File: config.mk
export PLATFORM = sky130hd
export DESIGN_NAME = scu_sequencer
export DESIGN_NICKNAME = d
export VERILOG_FILES = /design/src/rtl/scu_sequencer.sv
export SDC_FILE = /design/constraint.sdc
export NUM_CORES = 1
export LEC_CHECK = 0
export BUFFER_PORTS_ARGS = -buffer_cell sky130_fd_sc_hd__buf_2
export CORE_MARGIN = 1.5
export CORE_UTILIZATION = 50
export DETAILED_ROUTE_END_ITERATION = 12
export PLACE_DENSITY_LB_ADDON = 0.1
export SYNTH_ARGS = -nofsm -noshare
export SYNTH_HDL_FRONTEND = slang
export SYNTH_SLANG_ARGS = --single-unit
export TNS_END_PERCENT = 5
File: constraint.sdc
create_clock -name Pclk -period 4.64 [get_ports Pclk]
set_input_delay 0.696 -clock Pclk [delete_from_list [all_inputs] [get_ports Pclk]]
set_output_delay 0.696 -clock Pclk [all_outputs]
set_load 0.02 [all_outputs]
File: src/rtl/scu_sequencer.sv
`default_nettype none
// +--------------------------------------------------------------------------+
// | scu_sequencer: fetches ROM words from address 0 upward, issues each one  |
// | to the SCU with a Run pulse and waits for Done. SEQ_WATCHDOG_EN enables  |
// | the WAIT-state watchdog.                                                 |
// | Revision: 1.0                                                            |
// +--------------------------------------------------------------------------+
module scu_sequencer #(
  parameter int ADDR_W      = 4,
  parameter int DATA_W      = 16,
  parameter int LAST_ADDR   = 15,
  parameter int WDOG_CYCLES = 64
) (
  input  logic              Pclk,
  input  logic              Resetn,
  input  logic              Start,
  input  logic              Stop,
  output logic [ADDR_W-1:0] RomAddr,
  input  logic [DATA_W-1:0] RomData,
  output logic [DATA_W-1:0] Instr,
  output logic              Run,
  input  logic              Done,
  output logic              Busy,
  output logic              Halted,
  output logic [ADDR_W-1:0] Pc,
  output logic              Timeout
);

  typedef enum logic [2:0] {
    S_IDLE  = 3'd0,
    S_FETCH = 3'd1,
    S_LOAD  = 3'd2,
    S_ISSUE = 3'd3,
    S_WAIT  = 3'd4,
    S_NEXT  = 3'd5,
    S_HALT  = 3'd6
  } state_t;

  localparam logic [ADDR_W-1:0] c_LAST_PC = ADDR_W'(LAST_ADDR);

  state_t r_state;
  logic   r_done_q;
  logic   r_stop_req;
  logic   w_done_edge;
  logic   w_start_ok;

  assign w_done_edge = Done & ~r_done_q;
  assign w_start_ok  = Start & ~Stop;
  assign RomAddr     = Pc;

`ifdef SEQ_WATCHDOG_EN
  localparam int c_WDOG_W = $clog2(WDOG_CYCLES + 1);
  localparam logic [c_WDOG_W-1:0] c_WDOG_LAST = c_WDOG_W'(WDOG_CYCLES - 1);
  logic [c_WDOG_W-1:0] r_wdog;
  logic                r_timeout;
  assign Timeout = r_timeout;
`else
  assign Timeout = 1'b0;
`endif

  always_ff @(posedge Pclk or negedge Resetn) begin
    if (!Resetn) begin
      r_state    <= S_IDLE;
      Pc         <= '0;
      Instr      <= '0;
      Run        <= 1'b0;
      Busy       <= 1'b0;
      Halted     <= 1'b0;
      r_stop_req <= 1'b0;
      r_done_q   <= 1'b0;
`ifdef SEQ_WATCHDOG_EN
      r_wdog     <= '0;
      r_timeout  <= 1'b0;
`endif
    end else begin
      r_done_q <= Done;
      Run      <= 1'b0;
      if (Busy && Stop) r_stop_req <= 1'b1;

      unique case (r_state)
        S_IDLE, S_HALT: begin
          if (w_start_ok) begin
            r_state    <= S_FETCH;
            Pc         <= '0;
            Halted     <= 1'b0;
            Busy       <= 1'b1;
            r_stop_req <= 1'b0;
`ifdef SEQ_WATCHDOG_EN
            r_timeout  <= 1'b0;
`endif
          end
        end
        S_FETCH: r_state <= S_LOAD;
        S_LOAD: begin
          Instr   <= RomData;
          Run     <= 1'b1;
          r_state <= S_ISSUE;
        end
        S_ISSUE: begin
          r_state <= S_WAIT;
`ifdef SEQ_WATCHDOG_EN
          r_wdog  <= '0;
`endif
        end
        S_WAIT: begin
          if (w_done_edge) begin
            r_state <= S_NEXT;
          end
`ifdef SEQ_WATCHDOG_EN
          else if (r_wdog == c_WDOG_LAST) begin
            // SCU never answered: abandon the program, keep Pc for diagnosis
            r_timeout  <= 1'b1;
            r_state    <= S_IDLE;
            Busy       <= 1'b0;
            r_stop_req <= 1'b0;
          end else begin
            r_wdog <= r_wdog + 1'b1;
          end
`endif
        end
        S_NEXT: begin
          if (r_stop_req) begin
            r_state    <= S_IDLE;
            Busy       <= 1'b0;
            r_stop_req <= 1'b0;
          end else if (Pc == c_LAST_PC) begin
            r_state    <= S_HALT;
            Busy       <= 1'b0;
            Halted     <= 1'b1;
            r_stop_req <= 1'b0;
          end else begin
            Pc      <= Pc + 1'b1;
            r_state <= S_FETCH;
          end
        end
        default: begin
          r_state <= S_IDLE;
          Busy    <= 1'b0;
        end
      endcase
    end
  end

endmodule
`default_nettype wire

# Yosys cells after proc, flatten, opt, wreduce, memory -nomap -nowiden
# Index checks and enable logic that the tools add are counted.
# Widths: inputs -> output; s select.
[totals] register_bits=28 inputBits=21 output_inout_bits=28
[op_classes] add_sub_neg=1 eq_ne=13 muxes=23 bitwise=5 reduce_logical=9
[ops] cell="$pmux 3 s6" n=1
[ops] cell="$mux 3" n=4
[ops] cell="$mux 4" n=3
[ops] cell="$mux 1" n=11
[ops] cell="$ne 2x2->1 const B" n=5
[ops] cell="$eq 3x3->1 const B" n=3
[ops] cell="$pmux 4 s2" n=1
[ops] cell="$reduce_and 4->1" n=2
[ops] cell="$eq 3x2->1 const B" n=2
[ops] cell="$add 4x1->4 const B" n=1
[ops] cell="$eq 4x4->1 const B" n=1
[ops] cell="$pmux 1 s2" n=2
[ops] cell="$reduce_or 4->1" n=1
[ops] cell="$eq 3x1->1 const B" n=1
[ops] cell="$logic_not 3->1" n=1
[ops] cell="$ne 3x3->1 const B" n=1
[ops] cell="$not 1->1" n=3
[ops] cell="$pmux 1 s3" n=1
[ops] cell="$reduce_and 3->1" n=1
[ops] cell="$and 1x1->1" n=2
[ops] cell="$reduce_and 2->1" n=1
[ops] cell="$reduce_bool 2->1" n=1
[ops] cell="$reduce_or 2->1" n=1
[ops] cell="$logic_and 1x1->1" n=1

# Longest topological paths before layout
[depth] ltp_word=5 mapped_depth=5

# Worst setup path before layout
# OpenSTA, ideal clock, no wires.
[synth_timing] kind="input -> register" from="input Stop" to="register Halted" arrival_ps=1603 required_time_ps=4522 setup_slack_ps=2918 stages=4 path_buffers=0 path_cell_list="or4b_4 > a21oi_4 > o22ai_1 > a21o_1"
[synth_via] elab_chain_len=4
[synth_rtl] element="from (decl)" line="17" source="input logic Stop,"
[synth_rtl] element="$not 1->1" line="48" source="assign w_start_ok = Start & ~Stop;"
[synth_rtl] element="$and 1x1->1" line="48"
[synth_rtl] element="$ne 2x2->1 (no source line)"
[synth_rtl] element="$reduce_and 4->1 (no source line)"
[synth_rtl] element="to (signal assigned)" line="68" source="Halted <= 1'b0;"
[synth_rtl] element="to (signal assigned)" line="85" source="Halted <= 1'b0;"
[synth_rtl] element="to (signal assigned)" line="129" source="Halted <= 1'b1;"
[synth_rtl] element="to (decl)" line="24" source="output logic Halted,"
# Every way passes these cells.
# A chain may end at the register's enable or synchronous reset.

# Final worst setup path
[layout_timing] from="register r_state[0]" to="register Instr[5]"
[layout_via] elab_chain_len=1
[layout_rtl] element="from (decl)" line="41" source="state_t r_state;"
[layout_rtl] element="from (signal assigned)" line="63" source="r_state <= S_IDLE;"
[layout_rtl] element="from (signal assigned)" line="83" source="r_state <= S_FETCH;"
[layout_rtl] element="from (signal assigned)" line="93" source="S_FETCH: r_state <= S_LOAD;"
[layout_rtl] element="$eq 3x2->1" line="80" source="unique case (r_state)"
[layout_rtl] element="to (signal assigned)" line="95" source="Instr <= RomData;"
[layout_rtl] element="to (decl)" line="20" source="output logic [DATA_W-1:0] Instr,"
# Every way passes these cells.

==> results.md <==
* Outcome: finished clean
* Fill count at ~220
* # Max-Cap Violations at 0
* Cell taking the most area after synthesis: dfrtp_1
* Vias in the first global route at ~820
* DRT Pass-1 Iters at 3
* IO Port Bufs at between 40 and 50
* Drt drc at 0
* Final worst setup slack at between 2 and 3 ns
* Final instance area at approximately 1600 um2
* CTS tree: yes
* Fmax at 514.0 MHz
* Register-to-register setup slack at 2.69 ns
* Drt wl/cell at 12.84 um
* Setup crit start kind: flip-flop
* Worst Setup End Kind: flip-flop
* Sequential share of the synthesized area at around 53%
* Hold Buf Count CTS at 0
* Synthesized cell area at roughly 1300 um2
* GP Congestion at ~0.79
* Area of the multi-input gates at ~550 um2
* Top cells by area, synth: dfrtp_1 53%, mux2_2 14%, buf_4 3.4%
* Share of layout cells above drive strength 1 at a little under half
* Synth Net Count at ~140
* Largest net degree at the start of global routing at 29
* Hold crit path type: in -> async
* Synthesized area per cell at around 12 um2
* Setup_tns at 0 ns
* Worst reg2reg startpoint: r_state[0]
* DP Area at between 1500 and 2000 um2
* Setup violations, final at 0
* Stages on the worst setup path at 3
* Met3 Wirelength at ~120 um
* Worst Path Max Fanout at 17
* Reg2reg path depth at 3
* Final-report hold violation count at 0
* # Post-CTS Setup Buffers at 0
* Critical-path cell list: nand2b_1, nor2_2, mux2_2
* Cts repair resizes at 0
* Tot GR Track Use at between 10% and 20%
* Register area at about 700 um2
* Most frequent cells in the layout: 47 x buf_2, 28 x dfrtp_1, 16 x mux2_2
* Slowest cell on the critical path: nor2_2
* Top layer in use: met4
* Switching share of power at between 40% and 50%
* Initial DRC count at 4
* I/O pin total at 49
* Initial cell density of the core at between 50% and 60%
* Initial antenna violation count at 0
* Die footprint at 2960 um2
* Routed Antenna Nets at 0
* Final period utilization at between 40% and 50%
* Routed wire length on met2 at roughly 1.1 mm
* Clk buf depth at 2
* Width of the die at 54.41 um
* Clk Latency, worst-skew pair at about 0.33 ns
* First-pass GRT wire length at 3.739 mm
* Final net count at ~180
* RSZ-0062 raised after global routing: no
* Syn-to-layout area delta at 20.08%
* Worst Path Required at around 5 ns
* Vias at ~980
* LEAKAGE at between 0.7 and 0.8 nW
* Synth cell types at 36
* Synth Warn # at 0
* Vias/cell at approximately 5.3
* CP bufs+invs at 0
* Power, Total at around 1.1 mW
* Global route overflow at 0
* Cells after Synth at between 100 and 150
* WL final at 2.376 mm
* Top delay family on crit path: simple AND/OR/NAND/NOR gates
* Sequential Power Share at approximately two fifths
* Crit Path Category: reg -> reg
* Clock slew at reported path FFs at ~0.16 ns
* Worst slack, placed at around 2.7 ns
* Max-slew violations at 0
* Logic pwr share at 43.9%
* Power per cell area at roughly 700 nW/um2
* Worst Skew at between 0.004 and 0.005 ns
* Cell internal pwr at 0.6563 mW
* Die H at roughly 54 um
* Reg-to-reg endpoint: Instr[5]
* Minimum clock period at a little under 2 ns
* # diodes at 0
* Slowest stage delay, CP at 0.62 ns
* Clock Power Share at around 15%
* Commonest non-fill, non-tap cell in the layout: buf_2
* Peak VDD IR at between 400 and 500 uV
* Worst Path Arrival at 2.18 ns
* Core area at between 2000 and 2500 um2
* Slew @ Worst Pin at ~0.77 ns
* Root Buffer: clkbuf_4
* Post-DP HPWL at 1.673 mm
* Relative slew slack at between 40% and 50%
* Wl on met1 at approximately 1.2 mm
* H-tree levels at 1
* Rows at 18
* CTS sink count at 28
* Synth top area share at around 53%
* CTS Buf Count at 3
* FF+latch count, synth at 28
* Sw Pwr at between 0.4 and 0.5 mW
-- flip-flops by register name, indices dropped and copies added (netlist names) --
register    count
Instr          16
Pc              4
r_state         3
Busy            1
Halted          1
Run             1
r_done_q        1
r_stop_req      1
-- logic make-up (layout without fill, tap and decap cells) --
logic type | Yosys count | after routing | synth area share [%]
AO/OA/AOI/OAI | 28 | 28 | 14.87
buffers and inverters | 13 | 54 | 5.397
multiplexers | 16 | 16 | 13.64
AND/OR/NAND/NOR | 27 | 27 | 11.84
flip-flops | 28 | 28 | 53.03
other | 1 | 1 | 0.2838
adder cells (fa/ha/maj) | 1 | 1 | 0.9468
-- metal layers --
metal  global-route usage, %  vias up
met1                   25.91      461
met5                       0        -
met4                   7.500        0
met2                   24.50       26
met3                   2.459        2
li1                        -      489
-- power groups by stage --
stage | sequential (mW) | combinational (mW) | clock, mW
6_report | 0.457 | 0.485 | 0.161
2_1_floorplan | 0.537 | 0.285 | 0
3_5_place_dp | 0.462 | 0.490 | 0
3_3_place_gp | 0.456 | 0.482 | 0
5_1_grt | 0.482 | 0.533 | 0.174
4_1_cts | 0.456 | 0.491 | 0.165
-- final cells by class --
cell class                 count  share of cell area (%)
clock inverter                 1                   1.893
clock buffer                   3                   1.420
timing repair buffer          47                   14.83
sequential                    28                   44.16
inverter                       3                  0.7098
tap                           30                   2.366
multi-input combinational     73                   34.62
-- cell usage after synthesis, drive strengths merged --
master and count:
and3b 1, a32o 1, and4b 1, a22o 1
a311oi 1, o22a 1, clkbuf 4, a21o 3
nand2 5, a211o 1, or4b 1, nand3b 2
buf 6, a21oi 5, ha 1, nor3 4
a31oi 2, nor2 4, mux2 16, o22ai 3
a221oi 1, a22oi 1, o21ai 6, or2 1
nand3 3, o21a 1, nor2b 2, nand2b 2
and3 1, o211ai 1, dfrtp 28, conb 1
inv 3
-- per-stage QoR --
stage / utilization (%) / instances / hold slack, ns
detailed placement: 61.36 / 181 / 0.4701
global route: 63.46 / 185 / 0.3918
CTS: 63.46 / 185 / 0.3643
finish: 63.46 / 185 / 0.3469
floorplan: - / 114 / 0.4004
global placement: 61.36 / 181 / 0.4723
-- worst reg2reg max path: stages, from the launching register on --
cell and delay (ns):
dfrtp_1 0.56, nand2b_1 0.26, nor2_2 0.62, mux2_2 0.41
-- worst max-delay path by stage --
stage	start	to	slack (ns)
6_report	r_state[0]	Instr[5]	2.69
2_1_floorplan	Stop	Halted	2.92
3_5_place_dp	r_state[0]	Instr[5]	2.69
5_1_grt	r_state[0]	Instr[11]	2.56
3_3_place_gp	Stop	Halted	2.72
4_1_cts	r_state[0]	Instr[5]	2.67
No activity file was read; power rests on OpenSTA's default activity.
